<file path="src/rtl/seven_segment_scan_controller.sv">
// Scans an N-digit seven-segment display through one shared decoder, with double-buffered frame-aligned loads.
// Latency: the decoder is combinational, so segments and digit enables change together; a load shows from the next frame.
// Backpressure: load_ready drops while a value is pending and rises again when that value commits.
module seven_segment_scan_controller #(
  parameter int DIGITS   = 4,
  parameter int SCAN_DIV = 50000
) (
  input  logic                  clk,
  input  logic                  rst_n,
  input  logic                  enable,
  input  logic                  lz_blank,
  input  logic                  load_valid,
  input  logic [4*DIGITS-1:0]   load_data,
  output logic                  load_ready,
  output logic [3:0]            dec_nibble,
  input  logic [6:0]            seg_in,
  output logic [6:0]            seg_out,
  output logic [DIGITS-1:0]     digit_sel,
  output logic                  frame_done
);

  // Prescaler needs at least one bit even when every cycle is a slot.
  localparam int PW = (SCAN_DIV > 1) ? $clog2(SCAN_DIV) : 1;
  localparam int IW = $clog2(DIGITS);

  localparam logic [PW-1:0] PRESC_LAST = PW'(SCAN_DIV - 1);
  localparam logic [IW-1:0] IDX_LAST   = IW'(DIGITS - 1);

  logic [PW-1:0]          presc;
  logic [IW-1:0]          idx;
  logic [4*DIGITS-1:0]    active_buf;
  logic [4*DIGITS-1:0]    pend_buf;
  logic                   pend_full;

  logic                   tick;
  logic                   boundary;
  logic                   commit_now;
  logic                   accept;
  logic [DIGITS-1:0]      upper_zero;
  logic                   blank_cur;

  assign tick     = enable && (presc == PRESC_LAST);
  assign boundary = tick && (idx == IDX_LAST);

  // A pending value swaps in at a frame boundary, or immediately when the display is off
  // since there is no frame in flight to tear.
  assign commit_now = pend_full && (enable ? boundary : 1'b1);

  // Commit and accept are mutually exclusive: accept needs pend_full low, commit needs it high.
  assign accept     = load_valid && !pend_full;
  assign load_ready = !pend_full;

  // Slot prescaler and digit index; disabling parks the scan at the start of digit 0.
  always_ff @(posedge clk) begin
    if (!rst_n) begin
      presc <= '0;
      idx   <= '0;
    end else if (!enable) begin
      presc <= '0;
      idx   <= '0;
    end else if (tick) begin
      presc <= '0;
      idx   <= boundary ? '0 : idx + 1'b1;
    end else begin
      presc <= presc + 1'b1;
    end
  end

  // Double buffer: capture into pend_buf on handshake, move to active_buf on commit.
  always_ff @(posedge clk) begin
    if (!rst_n) begin
      active_buf <= '0;
      pend_buf   <= '0;
      pend_full  <= 1'b0;
    end else if (commit_now) begin
      active_buf <= pend_buf;
      pend_full  <= 1'b0;
    end else if (accept) begin
      pend_buf   <= load_data;
      pend_full  <= 1'b1;
    end
  end

  // upper_zero[k] is set when digits k..DIGITS-1 of the active value are all zero.
  always_comb begin
    upper_zero = '0;
    upper_zero[DIGITS-1] = (active_buf[4*(DIGITS-1) +: 4] == 4'h0);
    for (int k = DIGITS - 2; k >= 0; k--) begin
      upper_zero[k] = upper_zero[k+1] && (active_buf[4*k +: 4] == 4'h0);
    end
  end

  // Select the current digit's nibble, enable line and leading-zero blank; digit 0 is never blanked.
  always_comb begin
    dec_nibble = 4'h0;
    digit_sel  = '0;
    blank_cur  = 1'b0;
    for (int k = 0; k < DIGITS; k++) begin
      if (idx == IW'(k)) begin
        dec_nibble   = active_buf[4*k +: 4];
        digit_sel[k] = enable;
        if (k != 0) begin
          blank_cur = lz_blank && upper_zero[k];
        end
      end
    end
  end

  assign seg_out    = (enable && !blank_cur) ? seg_in : 7'b0;
  assign frame_done = boundary;

endmodule

</file>
<file path="config.mk">
export PLATFORM = sky130hd
export DESIGN_NAME = seven_segment_scan_controller
export DESIGN_NICKNAME = d
export VERILOG_FILES = /design/src/rtl/seven_segment_scan_controller.sv
export SDC_FILE = /design/constraint.sdc
export NUM_CORES = 1
export LEC_CHECK = 0
export ABC_AREA = 1
export CAP_MARGIN = 20
export CORE_UTILIZATION = 40
export DETAILED_ROUTE_END_ITERATION = 8
export HOLD_SLACK_MARGIN = 0.1
export SETUP_SLACK_MARGIN = 0.2
export SYNTH_ARGS = -nofsm -noshare
export SYNTH_HDL_FRONTEND = slang
export SYNTH_SLANG_ARGS = --single-unit
</file>
<file path="constraint.sdc">
create_clock -name clk -period 2.6 [get_ports clk]
set_input_delay 0.52 -clock clk [delete_from_list [all_inputs] [get_ports clk]]
set_output_delay 0.52 -clock clk [all_outputs]
set_load 0.01 [all_outputs]
</file>
==> run_results.csv <==
group,metric,value,unit
yosys,synthFlopType,"dfxtp_1",
global_routing,grt_overflow,0,
run,max_cap_viol_count,0,
timing,finalCriticalPeriod,2.31,ns
clock_network,path_clk_slew,0.09,ns
detailed_routing,drt_first_pass_iters,4,
worst_hold_path,min_path_cells,2,
floorplanning,ios,45,
clock_network,cts_tree,"done",
setup_path,critical_path.top_delay_family,"buffers and inverters",
global_routing,grt_first_pass_wirelength,8.49,mm
power,switchingPower,381,µW
setup_path,reg2reg_depth,8,
placement,placed_cell_area,0.00297,mm²
timing,maxSlewHeadroom,0.512,
final_layout,layout_common_cells,"50 x nand2_1, 50 x a21oi_1, 50 x nor2_1",
power,seqPwrFrac,0.519,
detailed_routing,vias,2273,
yosys,synthTopCellsByArea,"dfxtp_1 41%, a21oi_1 10%, nor2_1 7.9%",
setup_path,slowest_delay,0.52,ns
yosys,postSynthCellCount,354,
clock_network,cts-root-buf,"clkbuf_8",
yosys,synth_top_area_frac,0.414,
clock_network,clk_path_buf_depth,2,
yosys,yosys_warnings,0,
worst_hold_path,min-delay-path-class,"reg -> reg",
floorplanning,die_area,0.00649,mm²
power,p_int,1230,µW
power,total_power,1610,µW
global_routing,grt_max_degree,35,
global_routing,antenna_found_initial,0,
setup_path,crit_fanout,8,
clock_network,htree_levels,2,
power,cellPowerDensity,520,mW/mm²
detailed_routing,post_drt_wl_per_cell,10.7,µm
yosys,netlist_area,0.00247,mm²
floorplanning,initial_utilization,0.417,
yosys,seq_area_frac_synth,0.414,
outcome,status,"finished, final reports clean",
clock_network,clock-sinks,51,
floorplanning,chipWidth,80.5,µm
clock_network,cts_hold_buf,0,
setup_path,cpMostUsedCell,"clkdlybuf4s50_1",
detailed_routing,vias_per_cell,4.81,
timing,rsz0062_at_grt,"false",
setup_path,path_cells,"clkdlybuf4s50_1 > buf_4 > nand2_1 > inv_1 > clkdlybuf4s50_1",
power,p_leak,0.00129,µW
power,p_comb_frac,0.128,
final_layout,syn2layout_area_growth,25.6,%
final_layout,utilization,0.523,
final_layout,diodes,0,
setup_path,cp.arrival,1.79,ns
floorplanning,rows,28,
yosys,post_synth.cell_area_avg,6.97,µm²
setup_path,path_class,"in -> out",
yosys,yosysTopAreaCell,"dfxtp_1",
detailed_routing,initialDrtViolationCount,72,
floorplanning,die_h,80.5,µm
setup_path,cp-start-kind,"primary input",
final_layout,drive_gt1_frac,0.0854,
power,power.share.clock,0.352,
power,ir_worst_vdd,0.000309,V
detailed_routing,finalWirelength,5.07,mm
yosys,syn-num-nets,387,
final_layout,nets,430,
timing,clock_skew,0.00667,ns
clock_network,clk_latency,0.30,ns
yosys,synth_edf_count,0,
timing,setup_viol,0,
setup_path,critPathSlowestCell,"clkdlybuf4s50_1",
detailed_routing,ant_nets,0,
detailed_routing,drc,0,
timing,worst_pin_slew,0.730,ns
placement,dp_hpwl,3.76,mm
global_routing,grt_pass1_vias,1967,
yosys,async_reset_ff_frac,0,
timing,finalHoldViolCount,0,
clock_network,cts_made_buffers,5,
global_routing,grtUsageTotal,0.166,
setup_path,critPathBufInv,4,
yosys,synth_cell_types,29,
timing,fmax,0.432,GHz
timing,min_period_over_period,0.890,
yosys,synth_seq_cells,51,
clock_network,post_cts_buffers,0,
setup_path,cp-end-kind,"output pin",
final_layout,final_area,0.00310,mm²
setup_path,path_depth,5,
setup_path,critPathRequiredTime,2.08,ns
placement,gp_congestion,0.758,
floorplanning,core_area,0.00592,mm²
timing,tns,0,ns
timing,final_max_slew_viol_count,0,
placement,port_buffers,44,
power,switching_share,0.237,
setup_path,rrSetupSlack,0.59,ns
[sequential cells by signal, indices dropped and copies added, names as in the netlist]
register,count
active_buf,16
idx,2
pend_buf,16
pend_full,1
presc,16
[cell usage after synthesis (all sizes together) (2+ instances only)]
library cell and number:
o21ai 20, nand4 2, inv 51, ha 5, buf 10, nor2 55, nor3 7, xor2 3
o211ai 6, a21oi 50, dfxtp 51, nor3b 2, nand3 25, clkbuf 6, a22oi 2, nand2 54
[timing repair]
| item | CTS | global route |
|---|---|---|
| endpoints found under the setup margin | 12 | 8 |
| resized for setup | 17 | 8 |
| hold endpoints to repair | 0 | 0 |
| pin swaps | 0 | 1 |
[layout make-up]
class / instances / area [µm²]
fillers: 596 / 2820
multi-input cells: 235 / 1180
flip-flops and latches: 51 / 1020
repair buffers: 52 / 490
inverters: 52 / 195
well taps: 75 / 93.8
clock buffers: 6 / 82.6
clock inverters: 2 / 35.0
[cells by family after synthesis]
kind of cell	count (synthesis)	share of synthesized area
compound gates	81	0.180
xor+xnor	4	0.0142
fa+ha+maj	5	0.0254
buf+inv	68	0.115
flops	51	0.414
simple gates	145	0.252
[per-stage QoR]
| stage | cells | hold WS [ns] | setup WS, ns |
|---|---|---|---|
| after floorplan | 354 | 0.418 | 0.731 |
| after detailed placement | 465 | 0.447 | 0.0820 |
| after global placement | 465 | 0.433 | 0.0922 |
| final | 473 | 0.457 | 0.286 |
| after CTS | 473 | 0.461 | 0.220 |
| after global routing | 473 | 0.479 | 0.205 |
[power by group through the flow]
stage / clock (µW) / sequential, µW / combinational (µW)
after global placement: 0 / 853 / 213
final: 567 / 836 / 207
after global routing: 617 / 842 / 234
after floorplan: 0 / 850 / 129
after CTS: 587 / 836 / 208
after detailed placement: 0 / 854 / 214
[worst paths after layout]
kind                start            end
min reg2reg  pend_buf[13]   pend_buf[13]
min          pend_buf[13]   pend_buf[13]
max                enable   digit_sel[0]
max reg2reg      presc[0]  active_buf[2]
[worst min-delay path: stages, from the launching register on]
cell	delay, ns
dfxtp_1	0.31
inv_1	0.06
a21oi_1	0.05
[per-layer routing]
metal | up-vias | track usage | routed length, µm
met4 | 0 | 0.0482 | 27
li1 | 1224 | - | -
met3 | 2 | 0.0398 | 289
met1 | 987 | 0.223 | 2660
met2 | 60 | 0.261 | 2090
met5 | - | 0 | 0
(Power assumes the default switching activity.)
